===== config.mk =====
export PLATFORM = sky130hd
export DESIGN_NAME = imem_loader_flat
export DESIGN_NICKNAME = d
export VERILOG_FILES = /design/src/rtl/imem_loader_if.sv /design/src/rtl/imem_loader.sv /design/src/flat_wrapper.sv
export SDC_FILE = /design/constraint.sdc
export NUM_CORES = 1
export LEC_CHECK = 0
export BUFFER_PORTS_ARGS = -buffer_cell sky130_fd_sc_hd__buf_4
export CORE_AREA = 2 2 84 166
export CTS_CLUSTER_SIZE = 14
export DETAILED_ROUTE_END_ITERATION = 10
export DIE_AREA = 0 0 86 168
export HOLD_SLACK_MARGIN = 0.02
export PLACE_DENSITY_LB_ADDON = 0.1
export SLEW_MARGIN = 10
export SYNTH_ARGS = -nofsm -noshare
export SYNTH_HDL_FRONTEND = slang
export SYNTH_SLANG_ARGS = --single-unit

===== constraint.sdc =====
create_clock -name clk -period 2.9 [get_ports clk]
set_clock_uncertainty 0.05 [all_clocks]
set_input_delay 0.87 -clock clk [delete_from_list [all_inputs] [get_ports clk]]
set_output_delay 0.87 -clock clk [all_outputs]
set_load 0.005 [all_outputs]

===== src/rtl/imem_loader_if.sv =====
// Byte-stream input and instruction-memory write bus of the program loader.
// master = byte source / memory side, slave = the loader.
interface imem_loader_if;
    logic        byte_valid;
    logic [7:0]  byte_data;
    logic        byte_ready;
    logic        imem_we;
    logic [31:0] imem_addr;
    logic [31:0] imem_wdata;

    modport master (
        output byte_valid, byte_data,
        input  byte_ready, imem_we, imem_addr, imem_wdata
    );

    modport slave (
        input  byte_valid, byte_data,
        output byte_ready, imem_we, imem_addr, imem_wdata
    );
endinterface


===== src/rtl/imem_loader.sv =====
// Boot-time instruction memory loader: packs a little-endian byte stream into
// 32-bit words, writes them to IMEM and holds the CPU until the load is done.
module imem_loader #(
    parameter int unsigned DEPTH_WORDS = 256,
    parameter int unsigned LEN_W       = 9
) (
    input  logic             clk,
    input  logic             rst_n,
    input  logic             start,
    input  logic [LEN_W-1:0] len_words,
    imem_loader_if.slave     bus,
    output logic             cpu_hold,
    output logic             busy,
    output logic             done,
    output logic             err
);

    typedef enum logic [1:0] {IDLE, LOAD, DONE, ERR} state_t;

    state_t           state;
    logic [LEN_W-1:0] len_q;
    logic [LEN_W-1:0] word_idx;
    logic [1:0]       byte_cnt;
    logic [23:0]      part_q;

    logic last_word;
    logic too_long;

    // word_idx + 1 never exceeds DEPTH_WORDS, which LEN_W is sized to hold
    assign last_word = (word_idx + LEN_W'(1)) == len_q;
    assign too_long  = 32'(len_words) > 32'(DEPTH_WORDS);

    always_ff @(posedge clk) begin
        if (!rst_n) begin
            state          <= IDLE;
            len_q          <= '0;
            word_idx       <= '0;
            byte_cnt       <= 2'd0;
            part_q         <= 24'd0;
            bus.byte_ready <= 1'b0;
            bus.imem_we    <= 1'b0;
            bus.imem_addr  <= 32'd0;
            bus.imem_wdata <= 32'd0;
            cpu_hold       <= 1'b1;
            busy           <= 1'b0;
            done           <= 1'b0;
            err            <= 1'b0;
        end else begin
            bus.imem_we <= 1'b0;
            unique case (state)
                IDLE, DONE, ERR: begin
                    if (start) begin
                        if (len_words == '0) begin
                            state          <= DONE;
                            bus.byte_ready <= 1'b0;
                            cpu_hold       <= 1'b0;
                            busy           <= 1'b0;
                            done           <= 1'b1;
                            err            <= 1'b0;
                        end else if (too_long) begin
                            state          <= ERR;
                            bus.byte_ready <= 1'b0;
                            cpu_hold       <= 1'b1;
                            busy           <= 1'b0;
                            done           <= 1'b0;
                            err            <= 1'b1;
                        end else begin
                            state          <= LOAD;
                            len_q          <= len_words;
                            word_idx       <= '0;
                            byte_cnt       <= 2'd0;
                            bus.byte_ready <= 1'b1;
                            cpu_hold       <= 1'b1;
                            busy           <= 1'b1;
                            done           <= 1'b0;
                            err            <= 1'b0;
                        end
                    end
                end
                LOAD: begin
                    // start is deliberately ignored while a load is running
                    if (bus.byte_valid) begin
                        byte_cnt <= byte_cnt + 2'd1;
                        unique case (byte_cnt)
                            2'd0: part_q[7:0]   <= bus.byte_data;
                            2'd1: part_q[15:8]  <= bus.byte_data;
                            2'd2: part_q[23:16] <= bus.byte_data;
                            2'd3: begin
                                bus.imem_we    <= 1'b1;
                                bus.imem_wdata <= {bus.byte_data, part_q};
                                bus.imem_addr  <= 32'({word_idx, 2'b00});
                                word_idx       <= word_idx + LEN_W'(1);
                                if (last_word) begin
                                    state          <= DONE;
                                    bus.byte_ready <= 1'b0;
                                    cpu_hold       <= 1'b0;
                                    busy           <= 1'b0;
                                    done           <= 1'b1;
                                end
                            end
                            default: ;
                        endcase
                    end
                end
                default: state <= IDLE;
            endcase
        end
    end

endmodule


===== src/flat_wrapper.sv =====
// flat-port wrapper written by rule: the top's interface ports become plain ports
module imem_loader_flat 
#(
    parameter int unsigned DEPTH_WORDS = 256,
    parameter int unsigned LEN_W       = 9
)
  (clk, rst_n, start, len_words, cpu_hold, busy, done, err, bus_byte_valid, bus_byte_data, bus_byte_ready, bus_imem_we, bus_imem_addr, bus_imem_wdata);
  imem_loader_if bus_i ();
  input  logic clk;
  input  logic rst_n;
  input  logic start;
  input  logic [LEN_W-1:0] len_words;
  output logic cpu_hold;
  output logic busy;
  output logic done;
  output logic err;
  input wire logic [$bits(bus_i.byte_valid)-1:0] bus_byte_valid;
  input wire logic [$bits(bus_i.byte_data)-1:0] bus_byte_data;
  output wire logic [$bits(bus_i.byte_ready)-1:0] bus_byte_ready;
  output wire logic [$bits(bus_i.imem_we)-1:0] bus_imem_we;
  output wire logic [$bits(bus_i.imem_addr)-1:0] bus_imem_addr;
  output wire logic [$bits(bus_i.imem_wdata)-1:0] bus_imem_wdata;
  assign bus_i.byte_valid = bus_byte_valid;
  assign bus_i.byte_data = bus_byte_data;
  assign bus_byte_ready = bus_i.byte_ready;
  assign bus_imem_we = bus_i.imem_we;
  assign bus_imem_addr = bus_i.imem_addr;
  assign bus_imem_wdata = bus_i.imem_wdata;
  imem_loader #(.DEPTH_WORDS(DEPTH_WORDS), .LEN_W(LEN_W)) u_core (.clk(clk), .rst_n(rst_n), .start(start), .len_words(len_words), .bus(bus_i), .cpu_hold(cpu_hold), .busy(busy), .done(done), .err(err));
endmodule

==> out/qor_table.md, run 1 <==
| Result | Reported | Unit |
|---|---|---|
| Result of the run | completed | - |
| Post-synth top flop | sky130_fd_sc_hd__dfxtp_1 | - |
| Starting utilization of the core area | 0.2893 | - |
| Ports placed on the boundary | 91 | - |
| Hold slack final | 400.2 | ps |
| Area of the die | 14450 | µm² |
| Fill cell instance count of the final layout | 1429 | - |
| Yosys cell types | 35 | - |
| Number of clock sinks | 92 | - |
| Critical Path AT | 2560 | ps |
| Cts bufs inserted | 9 | - |
| Number of levels in the clock H-tree | 3 | - |
| Overall die width | 86 | µm |
| Critical path endpoint category | register | - |
| Hold Fails Final Rpt | 0 | - |
| Number of antenna diodes | 0 | - |
| Fraction of post-synthesis cell area in the top cell type by area | 0.4792 | - |
| Final routed DRC violation total | 0 | - |
| Startpoint of the worst register-to-register path | u_core.word_idx[1]$_SDFFE_PN0P_ | - |
| Depth of the most critical reg-to-reg path | 7 | - |
| Number of cells on the worst hold path | 2 | - |
| Share of the yosys chip area belonging to registers | 0.4792 | - |
| Number of antenna violations at the first check in global routing | 0 | - |
| Max Buffers Root-to-Sink | 2 | - |
| Area of the multi-input gates | 1755 | µm² |
| Area taken by flip-flops and latches | 1842 | µm² |
| Pin count of the biggest net entering global routing | 53 | - |
| Maximum capacitance violations | 0 | - |
| # setup viols final | 0 | - |
| Routability congestion estimate from global placement | 0.7824 | - |
| Maximum clock frequency | 0.4148 | GHz |
| Avg WL per Cell | 13.54 | µm |
| Top post-synthesis cells by area | sky130_fd_sc_hd__dfxtp_1 48%, sky130_fd_sc_hd__nand2_1 15%, sky130_fd_sc_hd__a21oi_1 10%, sky130_fd_sc_hd__buf_4 4.9%, sky130_fd_sc_hd__ha_1 2.6% | - |
| TritonCTS clock tree | built | - |
| Vias per std cell | 4.605 | - |
| Yosys warning total | 0 | - |
| Maximum fanout along the worst path | 5 | - |
| Grt total ovfl | 0 | - |
| Number of vias in the routed layout | 3219 | - |
| Hold bufs inserted after CTS | 0 | - |
| Mean post-synth cell area | 7.942 | µm² |
| P per Cell Area | 602.5 | nW/µm² |
| Aggregate negative setup slack | 0 | ps |
| Core box area | 13290 | µm² |
| Post-synthesis register bit count | 92 | - |
| Crit path time final | 2411 | ps |
| Worst Hold Launch | u_core.part_q[18]$_SDFFE_PN0P_ | - |
| Via count of the first global-routing pass | 3080 | - |
| Total setup buffers inserted after CTS | 0 | - |
| Detailed router's first-iteration violation count | 135 | - |
| Portion of the clock cycle consumed by the worst path in the final layout | 0.8314 | - |
| Global-route wire length before repair | 15.61 | mm |
| R2R Path End | u_core.cpu_hold$_SDFFE_PN1P_ | - |
| Worst skew pair latency | 340 | ps |
| Unrepaired setup endpoints after global routing | no | - |
| Std-Cell Rows | 60 | - |
| Setup slack on the worst flop-to-flop path | 490 | ps |
| Area growth from synthesis to final layout | 24.38 | % |
| VDD IR-drop max | 0.2794 | mV |
| GRT Total Usage | 0.1347 | - |
| Count of input and output buffers | 67 | - |
| Count of flip-flops with a built-in enable after synthesis | 0 | - |
| Clock Root Buffer | sky130_fd_sc_hd__clkbuf_16 | - |
| Type of element launching the critical path | register | - |
| Net count of the finished layout | 568 | - |
| Number of detailed-routing iterations run before antenna repair | 4 | - |
| Async set or reset register ratio after synthesis | 0 | - |
| HPWL Detailed | 6.468 | mm |
| Cts repair resizes | 0 | - |
| Dominant cell type by area after synthesis | sky130_fd_sc_hd__dfxtp_1 | - |
| Total wire length after detailed routing | 9.462 | mm |
| CP Class | register to register | - |
| Chip Height | 168 | µm |
| Remaining number of nets flagged by the antenna check after routing | 0 | - |
| Sink of the worst hold path | u_core.bus.imem_wdata[18]$_SDFFE_PN0P_ | - |
| Leakage power summed over all cells | 0.001891 | µW |
| Count of mapped cells out of synthesis | 484 | - |
| Final Max Slew Viols | 0 | - |
| Clock input transition at the sequential cells of the worst setup and hold paths | 70 | ps |
| CP required | 3050 | ps |
| Synth Cell Area | 3844 | µm² |
| Classification of the worst-slack hold path | register to register | - |
| Share of final-layout standard cells stronger than drive strength 1 | 0.1746 | - |
[report_power, final]
group          switching [µW]  internal (µW)  leakage, µW  total (µW)
registers                16.6           1290     0.000744        1300
logic                    97.5           65.0     0.000968         162
clock network             488            928     0.000179        1420
[worst max path at each step]
| stage | from | end | slack, ps | cells past startpoint |
|---|---|---|---|---|
| final | u_core.word_idx[1]$_SDFFE_PN0P_ | u_core.cpu_hold$_SDFFE_PN1P_ | 490 | 7 |
| after global routing | len_words[4] | u_core.word_idx[8]$_SDFFE_PN0P_ | 270 | 10 |
| after CTS | u_core.word_idx[1]$_SDFFE_PN0P_ | u_core.cpu_hold$_SDFFE_PN1P_ | 480 | 7 |
| after detailed placement | len_words[4] | u_core.word_idx[7]$_SDFFE_PN0P_ | 130 | 10 |
| after global placement | len_words[4] | u_core.word_idx[5]$_SDFFE_PN0P_ | 150 | 10 |
| after floorplan | len_words[0] | u_core.word_idx[1]$_SDFFE_PN0P_ | 510 | 7 |
[per-stage QoR]
| stage | util | cells | instance area (µm²) | worst slack (ps) | total power, µW |
|---|---|---|---|---|---|
| after global routing | 0.3598 | 699 | 4781 | 268.0 | 2999 |
| after CTS | 0.3598 | 699 | 4781 | 477.7 | 2930 |
| after detailed placement | 0.3324 | 683 | 4417 | 131.7 | 1497 |
| final | 0.3598 | 699 | 4781 | 489.1 | 2880 |
| after global placement | 0.3324 | 683 | 4417 | 152.1 | 1499 |
| after floorplan | - | 506 | 3926 | 508.6 | 1444 |
[layer usage]
layer | up-vias | global-route usage | share of wire
li1 | 1669 | - | -
met1 | 1474 | 0.1847 | 0.48
met2 | 67 | 0.2053 | 0.46
met3 | 9 | 0.02892 | 0.049
met4 | 0 | 0.05176 | 0.016
met5 | - | 0 | 0
[cells in the mapped netlist, drive strengths merged, types with 2 or more instances]
| cell type | instances |
|---|---|
| o21ai | 8 |
| inv | 6 |
| nand2b | 2 |
| dfxtp | 92 |
| buf | 31 |
| clkbuf | 24 |
| and3 | 6 |
| and2 | 6 |
| nand2 | 156 |
| xor2 | 6 |
| nand3 | 18 |
| nor2b | 2 |
| a211oi | 2 |
| o311a | 2 |
| o22ai | 2 |
| xnor2 | 6 |
| o31ai | 6 |
| nand3b | 3 |
| ha | 8 |
| nor4 | 3 |
| nand4 | 3 |
| a21oi | 80 |
| nor2 | 3 |
[worst max-delay path, cell delays in order (launching register included)]
cell                        delay (ps)
sky130_fd_sc_hd__dfxtp_1           400
sky130_fd_sc_hd__ha_1              290
sky130_fd_sc_hd__and4_1            300
sky130_fd_sc_hd__a31oi_1           110
sky130_fd_sc_hd__nor4_1            340
sky130_fd_sc_hd__nand4_1           200
sky130_fd_sc_hd__a2111oi_4         410
sky130_fd_sc_hd__o211ai_1          170
[registers in the layout, indices dropped and copies added, names as in the netlist]
name and cells:
u_core.bus.imem_addr 9, u_core.done 1, u_core.cpu_hold 1, u_core.bus.imem_wdata 32
u_core.part_q 24, u_core.len_q 9, u_core.bus.imem_we 1, u_core.byte_cnt 2
u_core.err 1, u_core.word_idx 9, u_core.bus.byte_ready 1, u_core.state 2
[logic make-up after synthesis]
kind of cell | synth area share
AO/OA/AOI/OAI | 0.1517
XOR/XNOR | 0.02734
adder cells (fa/ha/maj) | 0.02604
buffers and inverters | 0.08561
flip-flops | 0.4792
multiplexers | 0.002604
other | 0.0009756
AND/OR/NAND/NOR | 0.2266
[cell usage in the layout (no fill, tap or decap), drive strengths merged, types with 8 or more instances in the layout]
cell	synthesis	routed
conb	1	23
ha	8	8
nand2	156	156
buf	31	77
o21ai	8	8
clkbuf	24	9
nand3	18	18
a21oi	80	80
dfxtp	92	92
[final cells by class]
| cell class | instances | share of cell area |
|---|---|---|
| Clock buffer | 9 | 0.04711 |
| Clock inverter | 7 | 0.02905 |
| Inverter | 6 | 0.004711 |
| Multi-Input combinational cell | 353 | 0.3672 |
| Sequential cell | 92 | 0.3852 |
| Tap cell | 155 | 0.04057 |
| Timing Repair Buffer | 77 | 0.1261 |
Note: power is estimated with default switching activity, not from simulation.
==> inputs of run 2 (changes only) <==
==> constraint.sdc (replaced) <==
create_clock -name clk -period 2 [get_ports clk]
set_clock_uncertainty 0.05 [all_clocks]
set_input_delay 0.6 -clock clk [delete_from_list [all_inputs] [get_ports clk]]
set_output_delay 0.6 -clock clk [all_outputs]
set_load 0.005 [all_outputs]
==> run 2 against run 1 <==
Compared with the run above:
- the flow now finishes with violations (setup timing)
- final cell count grew 4.6%
- largest cell class unchanged
- sequential power grew 45%
- flip-flop and latch count is the same
- total power grew 30%
==> out/qor_table.md, run 2 (synthesized netlist as in run 1, its figures left out) <==
| Result | Reported | Unit | Delta |
|---|---|---|---|
| Cell type group with the largest total delay on the critical path | compound AO/OA/AOI/OAI gates | - | was simple AND/OR/NAND/NOR gates |
| Area of the die | 14450 | µm² | unchanged |
| Maximum capacitance violations | 0 | - | unchanged |
| Grt total ovfl | 0 | - | unchanged |
| Portion of the clock cycle consumed by the worst path in the final layout | 1.010 | - | was 0.8314 |
| Crit path time final | 2021 | ps | was 2411 ps |
| HPWL Detailed | 6.866 | mm | was 6.468 mm |
| Unrepaired setup endpoints after global routing | yes | - | was no |
| Number of flip-flops in the largest register | 32 | - | unchanged |
| Most frequent standard cell in the layout excluding fill and tap cells | sky130_fd_sc_hd__nand2_1 | - | unchanged |
| # setup viols final | 3 | - | was 0 |
| Final non-filler cell area | 5006 | µm² | was 4781 µm² |
| Area growth from synthesis to final layout | 30.24 | % | was 24.38% |
| Hold Fails Final Rpt | 0 | - | unchanged |
| Std-Cell Rows | 60 | - | unchanged |
| Worst skew pair latency | 350 | ps | was 340 ps |
| Type of element launching the critical path | register | - | unchanged |
| Clock Root Buffer | sky130_fd_sc_hd__clkbuf_16 | - | unchanged |
| Overall die width | 86 | µm | unchanged |
| Remaining number of nets flagged by the antenna check after routing | 0 | - | unchanged |
| Starting utilization of the core area | 0.2893 | - | unchanged |
| Classification of the worst-slack hold path | register to register | - | unchanged |
| Vias per std cell | 4.531 | - | was 4.605 |
| Pin count of the biggest net entering global routing | 43 | - | was 53 |
| CP Class | register to register | - | unchanged |
| Number of levels in the clock H-tree | 3 | - | unchanged |
| Cts bufs inserted | 9 | - | unchanged |
| Register with the most flip-flops | u_core.bus.imem_wdata | - | unchanged |
| Ports placed on the boundary | 91 | - | unchanged |
| Maximum fanout along the worst path | 5 | - | unchanged |
| Routability congestion estimate from global placement | 0.7819 | - | was 0.7824 |
| Max Buffers Root-to-Sink | 2 | - | unchanged |
| Maximum clock frequency | 0.4949 | GHz | was 0.4148 GHz |
| Chip Height | 168 | µm | unchanged |
| Area of the multi-input gates | 1821 | µm² | was 1755 µm² |
| Core box area | 13290 | µm² | unchanged |
| Leakage power summed over all cells | 0.002004 | µW | was 0.001891 µW |
| Critical path endpoint category | register | - | unchanged |
| WP buf/inv | 2 | - | was 0 |
| Number of clock sinks | 92 | - | unchanged |
| P per Cell Area | 748.6 | nW/µm² | was 602.5 nW/µm² |
| Largest registers ranked by flip-flop count | u_core.bus.imem_wdata x32, u_core.part_q x24 | - | unchanged |
| Critical Path AT | 2190 | ps | was 2560 ps |
| VDD IR-drop max | 0.3944 | mV | was 0.2794 mV |
| Count of input and output buffers | 67 | - | unchanged |
| Clock input transition at the sequential cells of the worst setup and hold paths | 70 | ps | about the same |
| Final Max Slew Viols | 0 | - | unchanged |
| Avg WL per Cell | 13.41 | µm | was 13.54 µm |
| Detailed router's first-iteration violation count | 101 | - | was 135 |
| Fill cell instance count of the final layout | 1449 | - | was 1429 |
| Failing checks | setup timing | - |  |
| Master of the slowest instance on the critical path | sky130_fd_sc_hd__dfxtp_4 | - | was sky130_fd_sc_hd__a2111oi_4 |
| Result of the run | complete, but fails checks | - | was completed |
| Net count of the finished layout | 600 | - | was 568 |
| Delay of the slowest cell on the worst path | 350 | ps | was 410 ps |
| Area taken by flip-flops and latches | 1847 | µm² | was 1842 µm² |
| Global-route wire length before repair | 15.80 | mm | was 15.61 mm |
| Final routed DRC violation total | 0 | - | unchanged |
| Number of detailed-routing iterations run before antenna repair | 4 | - | unchanged |
| Hold slack final | 402.5 | ps | was 400.2 ps |
| Share of final-layout standard cells stronger than drive strength 1 | 0.2396 | - | was 0.1746 |
| DP Worst Slack | -293.5 | ps | was 131.7 ps |
| Via count of the first global-routing pass | 3149 | - | was 3080 |
| Area post-placement | 4695 | µm² | was 4417 µm² |
| Hold bufs inserted after CTS | 0 | - | unchanged |
| Number of vias in the routed layout | 3312 | - | was 3219 |
| Post-layout util | 0.3767 | - | was 0.3598 |
| Cell-by-cell trace of the critical path | ha_4 > buf_6 > xnor2_2 > xnor2_1 > a211oi_2 > nand4_1 > a2111oi_4 > buf_4 > o211ai_1 | - | was ha_1 > and4_1 > a31oi_1 > nor4_1 > nand4_1 > a2111oi_4 > o211ai_1 |
| GRT Total Usage | 0.1384 | - | was 0.1347 |
| Total wire length after detailed routing | 9.803 | mm | was 9.462 mm |
| Most frequent cells in the layout | 155 x sky130_fd_sc_hd__nand2_1, 105 x sky130_fd_sc_hd__buf_4, 90 x sky130_fd_sc_hd__dfxtp_1 | - | was 156 x sky130_fd_sc_hd__nand2_1, 92 x sky130_fd_sc_hd__dfxtp_1, 80 x sky130_fd_sc_hd__a21oi_1 |
| CP required | 2170 | ps | was 3050 ps |
| Number of antenna diodes | 0 | - | unchanged |
| Final critical-path setup slack | -20.58 | ps | was 489.1 ps |
| TritonCTS clock tree | built | - | unchanged |
| Number of antenna violations at the first check in global routing | 0 | - | unchanged |
-- run 2: cell count changes in the layout (fill, tap and decap cells not counted), sizes merged --
| cell | before | now |
|---|---|---|
| clkinv | 3 | 4 |
| buf | 77 | 109 |
| bufinv | 4 | 0 |
| clkinvlp | 0 | 1 |
| clkbuf | 9 | 11 |
-- run 2: worst paths after layout --
check | startpoint | end | slack (ps) | cells past startpoint
max | u_core.word_idx[0]$_SDFFE_PN0P_ | u_core.cpu_hold$_SDFFE_PN1P_ | -20 | 9
min reg2reg | u_core.part_q[12]$_SDFFE_PN0P_ | u_core.bus.imem_wdata[12]$_SDFFE_PN0P_ | 400 | 2
max reg2reg | u_core.word_idx[0]$_SDFFE_PN0P_ | u_core.cpu_hold$_SDFFE_PN1P_ | -20 | 9
min | u_core.part_q[12]$_SDFFE_PN0P_ | u_core.bus.imem_wdata[12]$_SDFFE_PN0P_ | 400 | 2
-- run 2: layout make-up --
| type | instances | area share |
|---|---|---|
| inverter | 6 | 0.004499 |
| tap | 155 | 0.03874 |
| multi-input combinational | 353 | 0.3637 |
| sequential | 92 | 0.3689 |
| clock inverter | 5 | 0.007748 |
| timing repair buffer | 109 | 0.1700 |
| clock buffer | 11 | 0.04649 |
-- run 2: what timing repair did --
action                     in CTS  in global routing
resized for setup               4                  5
setup buffers                   0                  0
setup endpoints to repair       5                 12
gates cloned                    0                  0
pin swaps                       6                  5
-- run 2: worst register-to-register path, cell delays in order (launching register included) --
cell and delay, ps:
sky130_fd_sc_hd__dfxtp_4 350, sky130_fd_sc_hd__ha_4 170, sky130_fd_sc_hd__buf_6 120, sky130_fd_sc_hd__xnor2_2 120, sky130_fd_sc_hd__xnor2_1 130, sky130_fd_sc_hd__a211oi_2 200, sky130_fd_sc_hd__nand4_1 170, sky130_fd_sc_hd__a2111oi_4 300
sky130_fd_sc_hd__buf_4 190, sky130_fd_sc_hd__o211ai_1 90
-- run 2: per-stage QoR --
stage	TNS, ps	instances	total power, µW
after floorplan	-118.1	506	2103
after global placement	-3358	715	2199
after detailed placement	-3845	715	2199
after CTS	-359.9	731	3803
after global routing	-516.6	731	3896
final	-45.76	731	3748
-- run 2: metal layers --
metal  global-route usage  vias to the layer above  part of all wire
met5                    0                        -                 0
met2               0.2144                       63              0.46
met3              0.03039                        9             0.041
met4              0.05176                        0             0.016
met1               0.1867                     1511              0.49
li1                     -                     1729                 -
-- run 2: power by group --
group	internal, µW	switching (µW)
Clock	848	746
Combinational	114	152
Sequential	1860	24.2
==> inputs of run 3 (changes only) <==
--- a/config.mk
+++ b/config.mk
@@ -11,7 +11,6 @@
 export DETAILED_ROUTE_END_ITERATION = 10
 export DIE_AREA = 0 0 86 168
 export HOLD_SLACK_MARGIN = 0.02
-export PLACE_DENSITY_LB_ADDON = 0.1
 export SLEW_MARGIN = 10
 export SYNTH_ARGS = -nofsm -noshare
 export SYNTH_HDL_FRONTEND = slang
==> run 3 against run 2 <==
Compared with the run above:
- the run still ends with setup timing left
- clock power up 9%
- fmax increased by 0.71%
- non-clock buffer count down 8
- core utilization increased by 0.075 points
- die area unchanged
- hold slack worse by 0.84 ps
- global-route usage shrank 1.6 points
- count of clock-buffer cells in the layout is the same
- final cell count down 1.1%
- via count rose by 0.27%
- cell area is 0.20% higher
- combinational power about the same
==> out/qor_table.md, run 3 (synthesized netlist as in run 1, its figures left out) <==
| Result | Reported | Unit | Delta |
|---|---|---|---|
| Unrepaired setup endpoints after global routing | yes | - | unchanged |
| Area growth from synthesis to final layout | 30.50 | % | was 30.24% |
| Depth of the most critical reg-to-reg path | 9 | - | unchanged |
| Vias per std cell | 4.593 | - | was 4.531 |
| Worst Hold Launch | u_core.part_q[12]$_SDFFE_PN0P_ | - | unchanged |
| Largest registers ranked by flip-flop count | u_core.bus.imem_wdata x32, u_core.part_q x24 | - | unchanged |
| Sink of the worst hold path | u_core.bus.imem_wdata[12]$_SDFFE_PN0P_ | - | unchanged |
| Failing checks | setup timing | - | unchanged |
| Filler-free cell count of the finished design | 723 | - | was 731 |
| Global-route wire length before repair | 14.36 | mm | was 15.80 mm |
| VDD IR-drop max | 0.4942 | mV | was 0.3944 mV |
| # setup viols final | 1 | - | was 3 |
| Starting utilization of the core area | 0.2893 | - | unchanged |
| Classification of the worst-slack hold path | register to register | - | unchanged |
| Clock input transition at the sequential cells of the worst setup and hold paths | 60 | ps | was 70 ps |
| Cell type group with the largest total delay on the critical path | compound AO/OA/AOI/OAI gates | - | unchanged |
| Chip Height | 168 | µm | unchanged |
| Leakage power summed over all cells | 0.001989 | µW | was 0.002004 µW |
| Setup slack on the worst flop-to-flop path | -6 | ps | was -20 ps |
| Net count of the finished layout | 592 | - | was 600 |
| Core box area | 13290 | µm² | unchanged |
| Number of vias in the routed layout | 3321 | - | was 3312 |
| Worst skew pair latency | 340 | ps | was 350 ps |
| Sum of met3 wire segment lengths after detailed routing | 407 | µm | was 401 µm |
| P per Cell Area | 775.3 | nW/µm² | was 748.6 nW/µm² |
| Final non-filler cell area | 5016 | µm² | was 5006 µm² |
| Result of the run | complete, but fails checks | - | unchanged |
| WP buf/inv | 3 | - | was 2 |
| Count of input and output buffers | 67 | - | unchanged |
| Cts bufs inserted | 9 | - | unchanged |
| Type of element launching the critical path | register | - | unchanged |
| CP Class | register to register | - | unchanged |
| Clock Root Buffer | sky130_fd_sc_hd__clkbuf_16 | - | unchanged |
| Number of detailed-routing iterations run before antenna repair | 4 | - | unchanged |
| Cell occurring most often along the worst timing path | sky130_fd_sc_hd__buf_4 | - |  |
| Area post-placement | 4632 | µm² | was 4695 µm² |
| Final Max Slew Viols | 0 | - | unchanged |
| Final critical-path setup slack | -6.353 | ps | was -20.58 ps |
| Via count of the first global-routing pass | 2957 | - | was 3149 |
| Number of levels in the clock H-tree | 3 | - | unchanged |
| Crit path time final | 2006 | ps | was 2021 ps |
| TritonCTS clock tree | built | - | unchanged |
| Hold Fails Final Rpt | 0 | - | unchanged |
| Routability congestion estimate from global placement | 0.7858 | - | was 0.7819 |
| Std-Cell Rows | 60 | - | unchanged |
| Power Total | 3889 | µW | was 3748 µW |
| Number of flip-flops in the largest register | 32 | - | unchanged |
| Grt total ovfl | 0 | - | unchanged |
| Cell total after placement | 705 | - | was 715 |
| Master of the slowest instance on the critical path | sky130_fd_sc_hd__dfxtp_2 | - | was sky130_fd_sc_hd__dfxtp_4 |
| Register with the most flip-flops | u_core.bus.imem_wdata | - | unchanged |
| Portion of the clock cycle consumed by the worst path in the final layout | 1.003 | - | was 1.010 |
| Ports placed on the boundary | 91 | - | unchanged |
| Final routed DRC violation total | 0 | - | unchanged |
| HPWL Detailed | 6.240 | mm | was 6.866 mm |
| Overall die width | 86 | µm | unchanged |
| Most frequent cells in the layout | 155 x sky130_fd_sc_hd__nand2_1, 98 x sky130_fd_sc_hd__buf_4, 89 x sky130_fd_sc_hd__dfxtp_1 | - | was 155 x sky130_fd_sc_hd__nand2_1, 105 x sky130_fd_sc_hd__buf_4, 90 x sky130_fd_sc_hd__dfxtp_1 |
| Detailed router's first-iteration violation count | 167 | - | was 101 |
| Total wire length after detailed routing | 8.791 | mm | was 9.803 mm |
| Area of the die | 14450 | µm² | unchanged |
| Number of antenna diodes | 0 | - | unchanged |
| Delay of the slowest cell on the worst path | 360 | ps | was 350 ps |
| R2R Path End | u_core.state[1]$_SDFFE_PN0P_ | - | was u_core.cpu_hold$_SDFFE_PN1P_ |
| GRT Total Usage | 0.1221 | - | was 0.1384 |
| Share of final-layout standard cells stronger than drive strength 1 | 0.2377 | - | was 0.2396 |
| Startpoint of the worst register-to-register path | u_core.word_idx[1]$_SDFFE_PN0P_ | - | was u_core.word_idx[0]$_SDFFE_PN0P_ |
| Maximum clock frequency | 0.4984 | GHz | was 0.4949 GHz |
| Remaining number of nets flagged by the antenna check after routing | 0 | - | unchanged |
| Most frequent standard cell in the layout excluding fill and tap cells | sky130_fd_sc_hd__nand2_1 | - | unchanged |
| CP required | 2180 | ps | was 2170 ps |
| Top Layer Used | met4 | - | unchanged |
| Number of clock sinks | 92 | - | unchanged |
| Maximum fanout along the worst path | 5 | - | unchanged |
| Cell-by-cell trace of the critical path | ha_4 > and4_4 > buf_4 > nand2_1 > a211oi_1 > buf_4 > a2111oi_4 > buf_4 > o311a_1 | - | was ha_4 > buf_6 > xnor2_2 > xnor2_1 > a211oi_2 > nand4_1 > a2111oi_4 > buf_4 > o211ai_1 |
| Critical Path AT | 2180 | ps | was 2190 ps |
| Max Buffers Root-to-Sink | 2 | - | unchanged |
| Pin count of the biggest net entering global routing | 43 | - | unchanged |
| Total routed wire length on the met1 layer | 4.294 | mm | was 4.760 mm |
| Number of antenna violations at the first check in global routing | 0 | - | unchanged |
| Maximum capacitance violations | 0 | - | unchanged |
| Number of cells on the worst hold path | 2 | - | unchanged |
| Avg WL per Cell | 12.16 | µm | was 13.41 µm |
| Critical path endpoint category | register | - | unchanged |
| Sum of met2 wire segment lengths after detailed routing | 3.960 | mm | was 4.484 mm |
## run 3: how the worst max path moves through the flow
stage / from / cells after the start / slack (ps) / end
floorplan: len_words[6] / 9 / -30 / u_core.word_idx[1]$_SDFFE_PN0P_
global route: u_core.word_idx[1]$_SDFFE_PN0P_ / 8 / -110 / u_core.cpu_hold$_SDFFE_PN1P_
detailed placement: len_words[4] / 10 / -280 / u_core.word_idx[5]$_SDFFE_PN0P_
finish: u_core.word_idx[1]$_SDFFE_PN0P_ / 9 / -6 / u_core.state[1]$_SDFFE_PN0P_
CTS: u_core.word_idx[0]$_SDFFE_PN0P_ / 8 / 9 / u_core.cpu_hold$_SDFFE_PN1P_
global placement: len_words[4] / 10 / -220 / u_core.word_idx[8]$_SDFFE_PN0P_
## run 3: area by class of cell
type,instances,area (µm²)
clock buffer,11,252.7
fill,1364,8272
multi-input combinational,353,1847
tap,155,193.9
clock inverter,5,58.81
inverter,6,22.52
timing repair buffer,101,795.8
sequential,92,1846
## run 3: through the flow
step | util | setup TNS (ps) | setup WS (ps) | hold WS, ps
3_3_place_gp | 0.3486 | -2562 | -221.7 | 394.0
4_1_cts | 0.3740 | 0 | 9.118 | 405.5
2_1_floorplan | - | -118.1 | -33.08 | 382.1
6_report | 0.3775 | -6.353 | -6.353 | 401.6
3_5_place_dp | 0.3486 | -3347 | -282.5 | 396.3
5_1_grt | 0.3775 | -507.4 | -110.9 | 425.8
## run 3: layer usage
metal | up-vias | track usage
li1 | 1715 | -
met4 | 0 | 0.04141
met3 | 10 | 0.02500
met5 | - | 0
met2 | 86 | 0.1820
met1 | 1510 | 0.1742
## run 3: power by group
part,total (µW),internal (µW),leakage [µW],switching [µW]
registers,1890,1860,0.000745,24.1
clock network,1740,1040,0.000148,699
logic,263,116,0.00110,147
total,3890,3020,0.00199,870
## run 3: worst register-to-register path: cells and delay by family, from the launching register on
family,cells,cell delay [ps]
flip-flops,1,360
AND/OR/NAND/NOR,2,320
buffers and inverters,3,460
AO/OA/AOI/OAI,3,540
adder cells (fa/ha/maj),1,180
## run 3: repair_timing
item | in CTS | in global routing
pin swaps | 6 | 9
hold buffers | 0 | 0
resized for setup | 3 | 8
setup buffers | 2 | 1
setup endpoints to repair | 5 | 13
